File: src/rtl/array_job_arbiter.sv
// array_job_arbiter: round-robin arbiter feeding one job at a time (load, compute wait, drain) to a systolic array.
module array_job_arbiter #(
  parameter int COMPUTE_LAT = 3,
  parameter int BEATS = 8
) (
  input  logic       clk,
  input  logic       rst,
  input  logic       req0,
  input  logic       req1,
  input  logic [7:0] data0,
  input  logic [7:0] data1,
  input  logic       tr0,
  input  logic       tr1,
  output logic       gnt0,
  output logic       gnt1,
  output logic       load_en,
  output logic [7:0] arr_data,
  output logic       transpose,
  input  logic [7:0] arr_out,
  output logic       rsp_valid,
  output logic [7:0] rsp_data,
  output logic       rsp_id,
  output logic       busy
);
  typedef enum logic [1:0] {IDLE, LOAD, WAIT, DRAIN} state_t;
  localparam logic [3:0] BEAT_LAST = 4'(BEATS - 1);
  localparam logic [3:0] WAIT_LAST = 4'(COMPUTE_LAT - 1);
  state_t state_q, state_d;
  logic [3:0] cnt_q;
  logic prio_q, gnt0_q, gnt1_q, tr_q, rsp_valid_q, rsp_id_q;
  logic [7:0] rsp_data_q;
  logic win1, last;
  always_comb begin
    win1 = req1 & (~req0 | prio_q);
    last = (state_q == WAIT) ? (cnt_q == WAIT_LAST) : (cnt_q == BEAT_LAST);
  end
  always_ff @(posedge clk)
    if (rst) state_q <= IDLE;
    else state_q <= state_d;
  always_comb begin
    state_d = state_q;
    case (state_q)
      IDLE:    state_d = (req0 | req1) ? LOAD : IDLE;
      LOAD:    state_d = last ? WAIT : LOAD;
      WAIT:    state_d = last ? DRAIN : WAIT;
      default: state_d = last ? IDLE : DRAIN;
    endcase
  end
  always_ff @(posedge clk)
    if (rst) begin
      cnt_q       <= '0;
      prio_q      <= 1'b0;
      gnt0_q      <= 1'b0;
      gnt1_q      <= 1'b0;
      tr_q        <= 1'b0;
      rsp_valid_q <= 1'b0;
      rsp_data_q  <= '0;
      rsp_id_q    <= 1'b0;
    end else begin
      cnt_q       <= (state_d != state_q || state_q == IDLE) ? 4'd0 : cnt_q + 4'd1;
      rsp_valid_q <= state_q == DRAIN;
      if (state_q == IDLE && state_d == LOAD) begin
        gnt0_q <= ~win1;
        gnt1_q <= win1;
        tr_q   <= win1 ? tr1 : tr0;
      end
      if (state_q == DRAIN) begin
        rsp_data_q <= arr_out;
        rsp_id_q   <= gnt1_q;
      end
      // pointer moves to the requester that lost this job once it fully drains
      if (state_q == DRAIN && last) begin
        gnt0_q <= 1'b0;
        gnt1_q <= 1'b0;
        prio_q <= gnt0_q;
      end
    end
  always_comb begin
    gnt0      = gnt0_q;
    gnt1      = gnt1_q;
    load_en   = state_q == LOAD;
    arr_data  = gnt0_q ? data0 : gnt1_q ? data1 : 8'h00;
    transpose = tr_q;
    rsp_valid = rsp_valid_q;
    rsp_data  = rsp_data_q;
    rsp_id    = rsp_id_q;
    busy      = state_q != IDLE;
  end
endmodule

File: config.mk
export PLATFORM = sky130hd
export DESIGN_NAME = array_job_arbiter
export DESIGN_NICKNAME = d
export VERILOG_FILES = /design/src/rtl/array_job_arbiter.sv
export SDC_FILE = /design/constraint.sdc
export NUM_CORES = 1
export LEC_CHECK = 0
export CORE_MARGIN = 2
export CORE_UTILIZATION = 28
export CTS_CLUSTER_SIZE = 12
export DETAILED_ROUTE_END_ITERATION = 7
export GPL_TIMING_DRIVEN = 0
export PLACE_DENSITY = 0.72
export RECOVER_POWER = 100
export REMOVE_ABC_BUFFERS = 1
export SLEW_MARGIN = 5
export SYNTH_ARGS = -nofsm -noshare
export SYNTH_HDL_FRONTEND = slang
export SYNTH_SLANG_ARGS = --single-unit
File: constraint.sdc
create_clock -name clk -period 1.8 [get_ports clk]
set_input_delay 0.27 -clock clk [delete_from_list [all_inputs] [get_ports clk]]
set_output_delay 0.27 -clock clk [all_outputs]
set_load 0.03 [all_outputs]
# Yosys cells after proc, flatten, opt, wreduce, memory -nomap -nowiden
# Index checks and enable logic that the tools add are counted.
[word_totals]
in_bits = 30
mem_bits_ro = 0
reg_bits = 20
latch_bits = 0
ramBits = 0
elab_cells = 38
memories = 0
[classes]
n_div = 0
reduce_logical = 7
n_bitwise = 5
multipliers = 0
n_addsub = 1
n_mux = 9
eq_ne = 7
shifts = 0
n_lt_le_gt_ge = 0
[op_table]
columns = ["op", "n"]
rows = [
  ["8-bit 2-to-1 mux", 2],
  ["2-bit case mux with 3 select lines", 1],
  ["4-bit by 1-bit adder with 4-bit output (second input constant)", 1],
  ["2-bit by 1-bit == test with 1-bit output (second input constant)", 2],
  ["2-bit == test (second input constant)", 2],
  ["4-bit by 2-bit == test with 1-bit output (second input constant)", 1],
  ["4-bit by 3-bit == test with 1-bit output (second input constant)", 1],
  ["1-bit 2-to-1 mux", 4],
  ["2-bit 2-to-1 mux", 2],
  ["2-bit OR reduction", 2],
  ["1-bit logical AND", 2],
  ["2-bit zero test", 1],
  ["2-bit inequality test", 1],
  ["1-bit NOT", 2],
  ["1-bit bitwise OR", 2],
  ["2-bit nonzero test", 1],
  ["1-bit AND", 1],
  ["1-bit logical OR", 1],
]

# Depth between registers and ports, before layout
[logic_depth]
ltp_word = 7
mapped_depth = 4
depth_no_buf = 4

# Least setup slack after synthesis
# OpenSTA, ideal clock, no wires.
[synth_timing]
kind = "register to output"
start = "reg gnt1_q, in the netlist gnt1"
end = "out arr_data[0]"
path_slack_ns = 0.285
arrival_ns = 1.245
path_stages_with_launch = 4
path_cell_list = "dfxtp_1 nor2b_1 clkbuf_1 a22o_1"
[synth_between]
elab_chain_cells = 2
[synth_rtl]
columns = ["element", "line", "source"]
rows = [
  ["start, declared", "30", "logic prio_q, gnt0_q, gnt1_q, tr_q, rsp_valid_q, rsp_id_q;"],
  ["start signal, assigned", "64", "gnt1_q <= win1;"],
  ["8-bit 2-to-1 mux (2 in series)", "82", "arr_data = gnt0_q ? data0 : gnt1_q ? data1 : 8'h00;"],
  ["end, declared", "17", "output logic [7:0] arr_data,"],
]
# Every way passes these cells.

# Final worst setup path
[layout_timing]
start = "reg gnt1_q, in the netlist gnt1"
end = "out gnt1"
[layout_lines]
columns = ["element", "line", "source"]
rows = [
  ["end, declared", "15", "output logic gnt1,"],
]
# No word-level cell between the ends.

==> metrics <==
dpl hpwl 1.89 mm; Rel. slew slack a little over 50%; Area contributors post-synth dfxtp_1, nand2_1, a21oi_1; clock tree buffer depth 2; H-tree depth 1; Final Hold Fails 0; total CTS buffers 3; PortBufs 52; clk root buf clkbuf_4; synthesized area 923 um^2; DIE WIDTH 61.4 um; synthesis-to-finish area growth 59.5%; synthesized instance count approximately 110; TritonCTS Sinks 20; met3 WL 299 um; drt pass-1 iters 3; crit-path leading delay family buffers and inverters; Residual DRC 0; Cell Pwr Density just over 700 mW/mm^2; CTS tree built; routability cong. 0.725; total number of vias roughly 970; GRT Total Usage 13.8%; wl on met1 just over 900 um; startpoint types register; post-synthesis sequential area ratio a little over two fifths; Initial Util 29.8%; die height a little over 60 um; Clock transition at path regs 0.12 ns; reg2reg end cnt_q[1]$_SDFF_PP0_; Max Clk Rate 0.583 GHz; Clock Latency Late Sink 0.31 ns; Max Slew Vio Count 0; HP Class reg -> reg; initial antenna violation count 0; RSZ-0062 raised after global routing false; first-pass GRT wire length 3.89 mm; largest fanout on the critical path 4; worst hold slack around 0.46 ns; vias in the first global route 941; Synth Flop Type dfxtp_1; Tightest Pin Transition 0.734 ns; yosys warns 0; largest net degree at the start of global routing 22; commonest cells in the netlist dfxtp_1, nand2_1, a21oi_1; WP data required 1.53 ns; max incr delay on CP 0.76 ns; diode count 0; setup slack, reg-to-reg 0.17 ns; status completed; Hold Crit Start rsp_data[7]$_SDFFE_PP0P_; crit path buf inv count 1; Leakage 0.000583 uW; vias per cell between 4 and 5; average cell area after synthesis about 8.5 um^2; core footprint roughly 0.0031 mm^2; Setup violations, final 0; gr ovfl total 0; top cell type's share of synthesized area roughly 43%; drt initial violations 45; Crit. End Element primary output; filler instances 330; clock skew 0.0139 ns; Slowest-stage cell, CP dlygate4sd3_1; layout cells sized above 1 10.8%; die area 0.00377 mm^2; Worst R2R Path Depth 3; EDFF count, synth 0; crit path cell chain dlygate4sd3_1; top routing layer in use met4; Hold Path Depth 2; Max Cap Viol 0; maximum vdd drop 0.444 mV; area leader, netlist dfxtp_1; register bit total from synthesis 20; critical path class reg -> out; Post-CTS Setup Bufs 0; Post-synth ARST share 0%; drt wl/cell ~13 um; fin crit share 95.3%; post-route ant nets 0; fin nets 190; Non-Filler Instances 202; placed cells 198; # rows 20; final WL 2.53 mm; end of the worst hold path rsp_data[7]$_SDFFE_PP0P_; minimum clock period 1.72 ns; Arrival @ worst endpoint about 1.5 ns; Reg-to-Reg Start state_q[1]$_SDFF_PP0_; synth unique cells 27; I/O pin count 53; DR WL met2 1.30 mm
[worst reg2reg max path, delay by kind of cell, from the launching register on]
family	cells	cell delay [ns]
compound gates	1	0.40
flops	1	0.48
mux	1	0.39
simple gates	1	0.23
[through the flow]
stage / power (uW) / instance area, um^2 / setup TNS [ns] / util, % / setup WS (ns)
final: 1050 / 1470 / 0 / 47.5 / 0.0848
after global routing: 1090 / 1470 / 0 / 47.5 / 0.00759
after CTS: 1070 / 1530 / 0 / 49.3 / 0.00562
after detailed placement: 718 / 1480 / -1.57 / 47.6 / -0.212
after global placement: 715 / 1480 / -1.38 / 47.6 / -0.192
after floorplan: 582 / 901 / 0 / - / 0.259
[area by class of cell]
type	instances	area, um^2	share of cell area [%]
tap	44	55.1	3.74
clock inverter	1	30.0	2.04
sequential	20	402	27.3
multi-input combinational	78	477	32.4
timing repair buffer	52	472	32.0
clock buffer	3	22.5	1.53
inverter	4	15.0	1.02
[timing repair]
action                     in CTS  in global routing
hold buffers                    0                  0
resized for setup              14                 17
setup endpoints to repair      11                  9
hold endpoints to repair        0                  0
[worst max path at each step]
stage	endpoint	startpoint	cells past startpoint	slack, ns
finish	gnt1	gnt1$_SDFFE_PP0P_	1	0.08
global placement	arr_data[0]	gnt0$_SDFFE_PP0P_	3	-0.19
floorplan	arr_data[0]	gnt1$_SDFFE_PP0P_	2	0.26
global route	load_en	state_q[0]$_SDFF_PP0_	3	0.008
detailed placement	arr_data[4]	gnt0$_SDFFE_PP0P_	3	-0.21
CTS	arr_data[4]	gnt1$_SDFFE_PP0P_	3	0.006
[cell usage in the layout (no fill, tap or decap), types with 3 or more instances in the layout]
cell type	n
nand2_1	20
a22o_1	8
dfxtp_1	19
dlygate4sd3_1	13
a21oi_1	14
nor2_1	5
clkbuf_2	8
inv_1	4
nand2b_1	3
nor4_1	3
clkdlybuf4s50_1	28
clkbuf_4	3
[flip-flops by register name, summed over array words and instances, names as in the netlist]
register   cells
rsp_id         1
cnt_q          4
prio_q         1
gnt1           1
state_q        2
gnt0           1
rsp_data       8
rsp_valid      1
transpose      1
[logic make-up (layout without fill, tap and decap cells)]
group                      count (synthesis)  count (layout)  synth area share (%)
buffers and inverters                     10              60                  4.06
xor gates and xnor gates                   1               1                 0.949
adders and majority gates                  1               1                  1.35
muxes                                      2               2                  2.71
DFF                                       20              20                  43.4
and+or+nand+nor                           42              42                  22.0
AOI/OAI and AO/OA                         32              32                  25.6
[routing by layer]
layer  global-route usage [%]  vias to the layer above
li1                         -                      486
met1                     13.8                      438
met2                     26.6                       39
met3                     4.83                        2
met4                     3.95                        0
met5                        0                        -
[power by group]
group / switching (uW) / internal [uW]
clock: 139 / 225
combinational: 112 / 103
sequential: 16.6 / 453
Power figures use the tool's default switching activity.
==> edit 1, RTL diff (same settings) <==
Encoding of `state_t`: now one-hot (4 bits for 4 states).
--- a/src/rtl/array_job_arbiter.sv
+++ b/src/rtl/array_job_arbiter.sv
@@ -22,7 +22,7 @@
   output logic       rsp_id,
   output logic       busy
 );
-  typedef enum logic [1:0] {IDLE, LOAD, WAIT, DRAIN} state_t;
+  typedef enum logic [3:0] {IDLE = 4'b0001, LOAD = 4'b0010, WAIT = 4'b0100, DRAIN = 4'b1000} state_t;
   localparam logic [3:0] BEAT_LAST = 4'(BEATS - 1);
   localparam logic [3:0] WAIT_LAST = 4'(COMPUTE_LAT - 1);
   state_t state_q, state_d;
Behaviour: same outputs for any inputs over 10 cycles, from zero or initial values and one cycle with rst high; not proved beyond that.
==> edit 1 against the original RTL <==
- the run now ends with setup timing left
- area after synthesis rose by 25%
- power rose by 21%
- sequential cell count up 2
- wire length up 9.5%
- first-iteration DRC count fell by 51%
- fmax decreased by 4.8%
- cell area rose by 24%
- sequential share of layout area shrank 2.3 points
- critical path depth is 3 higher
- setup slack lost 0.087 ns
- critical path type is now flip-flop to flip-flop
- critical endpoint is now cnt_q[2]$_SDFF_PP0_
- largest cell class unchanged
- largest power group unchanged
- highest routed layer unchanged
==> edit 1: results (changes against the original RTL) <==
worst slew pin tran=0.7718 ns (+0.03744 ns); top cells by area, synth=dfxtp_1 (38%), nand2_1 (8.1%), a22o_1 (6.1%); Initial DRC Count=22 (-51%); Post-CTS Resized=26 (+12); Clock transition at path regs=0.08 ns (-0.04 ns); initial antenna violation count=0 (unchanged); top cells by count, synth=nand2_1 (25), dfxtp_1 (22), a21oi_1 (13); crit path DAT=1.91 ns (+0.46 ns); Final GP Congestion=0.7410 (+2.2%); Min-Delay Startpoint=rsp_id$_SDFFE_PP0P_; dpl ws=-0.3165 ns (-0.1041 ns); GRT Overall Usage=0.1194 (-0.01824); Hold Slack=0.4502 ns (-0.008755 ns); largest net degree at the start of global routing=22 (unchanged); H-tree levels=1 (unchanged); hold path cells=2 (unchanged); crit-path leading delay family=simple AND/OR/NAND/NOR gates; placed cell area=1695 um2 (+15%); nets@finish=216 (+14%); Post-Route Setup TNS=-0.002454 ns (-0.002454 ns); Worst Setup SP=cnt_q[2]$_SDFF_PP0_; Reg2Reg Depth=4 (+1); Mapped Cells=134 (+24%); fin worst setup slack=-0.002454 ns (-0.08722 ns); Seq group=0.541 mW (+15%); Final Skew=0.003974 ns (-0.009890 ns); Synth warnings=0 (unchanged); Net Sw Power=0.3234 mW (+21%); Leak=0.6925 nW (+19%); post-synthesis register bit count=22 (+10%); Seq pwr share=0.428 (-0.020); CP max-delay cell=or4b_4; Synth cell types=43 (+59%); failing checks=setup timing; clock share of power=0.360 (+0.013); DR pass1 iterations=4 (+1); worst vdd ir=0.4839 mV (+8.9%); Vias=1,171 (+21%); first-pass GRT wire length=4340 um (+12%); vias in the first global route=1,042 (+11%); CP peak stage delay=0.53 ns (-0.23 ns); placed cells=227 (+15%); Seq/Total Area, Yosys=0.3810 (-0.05265); final setup vio count=1 (+1); CP endpoint=cnt_q[2]$_SDFF_PP0_; share of cells above drive strength 1=0.1685 (+0.06088); Final HPWL DP=1937 um (+2.4%); status=finished, violations left; post-DR vias/cell=5.004 (+4.8%); Worst-Skew Late Latency=0.26 ns (-0.05 ns); Setup Buffers After CTS=3 (+3); root buffer cell=clkbuf_8; hold path endpoint=rsp_id$_SDFFE_PP0P_; WL per Instance=11.85 um (-5.5%)
## edit 1: cell types whose count changed in the layout (fill, tap and decap cells not counted), moves of 4 or more
cell,delta
dfxtp_1,-6
nand2_1,+5
clkdlybuf4s50_1,+7
dlygate4sd3_1,-6
dfxtp_2,+7
clkbuf_2,-8
buf_4,+4
dlygate4sd2_1,+7
## edit 1: cell type report
class	instances	area, um2
Clock inverter	1	30.03
Inverter	4	17.52
Timing Repair Buffer	56	540.5
Multi-Input combinational cell	98	675.6
Sequential cell	22	454.2
Clock buffer	3	41.29
Tap cell	50	62.56
Fill cell	396	2178
## edit 1: logic make-up (layout without fill, tap and decap cells)
family,count (synthesis),count (layout),synth area share
fa+ha+maj,1,1,0.01082
flops,22,22,0.3810
xor+xnor,2,2,0.01515
simple gates,57,57,0.2868
buf+inv,14,64,0.06493
compound gates,38,38,0.2414
## edit 1: per-layer routing
metal,share of wire,GRT usage
met5,0,0
met4,0.0047,0.02250
met3,0.086,0.03125
met2,0.47,0.2306
met1,0.44,0.1297
==> edit 2, RTL diff (config.mk and constraints unchanged) <==
Without the edit above. `BEATS`: 8 -> 6.
--- a/src/rtl/array_job_arbiter.sv
+++ b/src/rtl/array_job_arbiter.sv
@@ -1,7 +1,7 @@
 // array_job_arbiter: round-robin arbiter feeding one job at a time (load, compute wait, drain) to a systolic array.
 module array_job_arbiter #(
   parameter int COMPUTE_LAT = 3,
-  parameter int BEATS = 8
+  parameter int BEATS = 6
 ) (
   input  logic       clk,
   input  logic       rst,
Formal check against the unedited RTL: not equivalent (Yosys sat finds a counterexample within 10 cycles, from zero or initial values and one cycle with rst high).
==> edit 2 against the original RTL <==
- count of clock-buffer cells in the layout stayed put
- cell area is 2.4% higher
- first-iteration DRC count stayed put
- cell count is 0.99% higher
- power is 5.2% higher
- utilization is 1.6 points lower
- critical path depth is 2 higher
- setup slack worse by 0.0063 ns
- area after synthesis is 2.8% higher
- wire length is 3.3% lower
- sequential cell count stayed put
- largest cell class unchanged
- highest routed layer unchanged
==> edit 2: results (changes against the original RTL) <==
hold path endpoint=rsp_data[0]$_SDFFE_PP0P_; Final HPWL DP=1900 um (+0.35%); Reg2Reg Depth=3 (unchanged); placed cells=200 (+1.0%); worst vdd ir=0.3431 mV (-23%); crit path DAT=1.45 ns (about the same); Synth warnings=0 (unchanged); Synth cell types=32 (+19%); status=complete, no violations; Initial DRC Count=45 (unchanged); R2R setup slack=0.36 ns (+0.19 ns); top cells by area, synth=dfxtp_1 (42%), nand2_1 (7.9%), a22o_1 (7.4%); Vias=946 (-2.0%); Clock transition at path regs=0.12 ns (about the same); DR pass1 iterations=4 (+1); WL final=2449 um (-3.3%); final non-filler cell total=204 (+0.99%); Seq/Total Area, Yosys=0.4216 (-0.01200); Int Power=0.8067 mW (+3.2%); root buffer cell=clkbuf_4; vias in the first global route=896 (-4.8%); Bufs on Longest Clock Path=2 (unchanged); Mapped Cells=110 (+1.9%); normalized max-slew margin=0.4829 (-0.02597); Leak=0.5806 nW (-0.43%); GRT Overall Usage=0.1271 (-0.01056); Final Skew=0.01162 ns (-0.002244 ns); CP max FO=8 (+4); count of input and output buffers=52 (unchanged); Worst-Skew Late Latency=0.30 ns; top cells by count, synth=dfxtp_1 (20), nand2_1 (20), a21oi_1 (12); share of cells above drive strength 1=0.09494 (-0.01266); total CTS buffers=3 (unchanged); Min-Delay Startpoint=rsp_data[0]$_SDFFE_PP0P_; r2r endpoint=prio_q$_SDFFE_PP0P_; initial antenna violation count=0 (unchanged); largest net degree at the start of global routing=23 (+4.5%); first-pass GRT wire length=3933 um (+1.1%); Setup Buffers After CTS=0 (unchanged); Hold Slack=0.4622 ns (+0.003281 ns); Final GP Congestion=0.7534 (+3.9%)
==> edit 2: stage by stage <==
stage / utilization / setup slack (ns) / setup TNS (ns) / instance area [um2]
after floorplan: - / 0.2586 / 0 / 907.1
after global placement: 0.4522 / -0.1804 / -1.307 / 1485
after detailed placement: 0.4522 / -0.2232 / -1.585 / 1485
after CTS: 0.4682 / 0.007049 / 0 / 1538
after global routing: 0.4590 / 0.004461 / 0 / 1508
final: 0.4590 / 0.07842 / 0 / 1508
==> edit 2: worst max path at each step <==
stage	to	start	cells past startpoint	slack, ns
after global placement	arr_data[2]	gnt0$_SDFFE_PP0P_	3	-0.18
after floorplan	arr_data[0]	gnt1$_SDFFE_PP0P_	2	0.26
after global routing	arr_data[4]	gnt1$_SDFFE_PP0P_	3	0.004
after CTS	arr_data[6]	gnt1$_SDFFE_PP0P_	3	0.007
final	arr_data[4]	gnt1$_SDFFE_PP0P_	3	0.08
after detailed placement	arr_data[2]	gnt0$_SDFFE_PP0P_	3	-0.22
==> edit 2: worst max-delay path: stages (launching register included) <==
cell             delay [ns]
dfxtp_1                0.40
nor2b_4                0.25
a22o_1                 0.15
clkdlybuf4s15_1        0.36
==> edit 2: logic make-up after synthesis <==
| group | after synthesis | synth area share |
|---|---|---|
| flip-flops | 20 | 0.4216 |
| adder cells (fa/ha/maj) | 1 | 0.01317 |
| buffers and inverters | 12 | 0.06060 |
| multiplexers | 1 | 0.01054 |
| AND/OR/NAND/NOR | 46 | 0.2701 |
| XOR/XNOR | 2 | 0.01845 |
| AO/OA/AOI/OAI | 28 | 0.2055 |
==> edit 2: power by group through the flow <==
stage	Clock [mW]	Sequential (mW)	Combinational [mW]
after CTS	0.376	0.483	0.263
after global placement	0	0.489	0.275
after floorplan	0	0.500	0.117
after global routing	0.393	0.486	0.274
after detailed placement	0	0.491	0.278
final	0.366	0.483	0.255
==> edit 2: what timing repair did <==
action                     in CTS  in global routing
gates resized for setup        16                 13
hold endpoints to repair        0                  0
setup endpoints to repair      11                  9
==> edit 2: final cells by class <==
type	instances	share of cell area
well taps	46	0.03817
flip-flops and latches	20	0.2672
multi-input cells	78	0.3270
repair buffers	52	0.3228
clock inverters	1	0.01992
inverters	4	0.009958
clock buffers	3	0.01494
==> edit 2: routing by layer <==
metal,vias to the layer above,global-route usage,share of wire,wire length [um]
met5,-,0,0,0
met4,0,0.06667,0.016,40
met3,4,0.04710,0.085,208
met2,33,0.2283,0.49,1209
met1,421,0.1278,0.40,991
li1,488,-,-,-
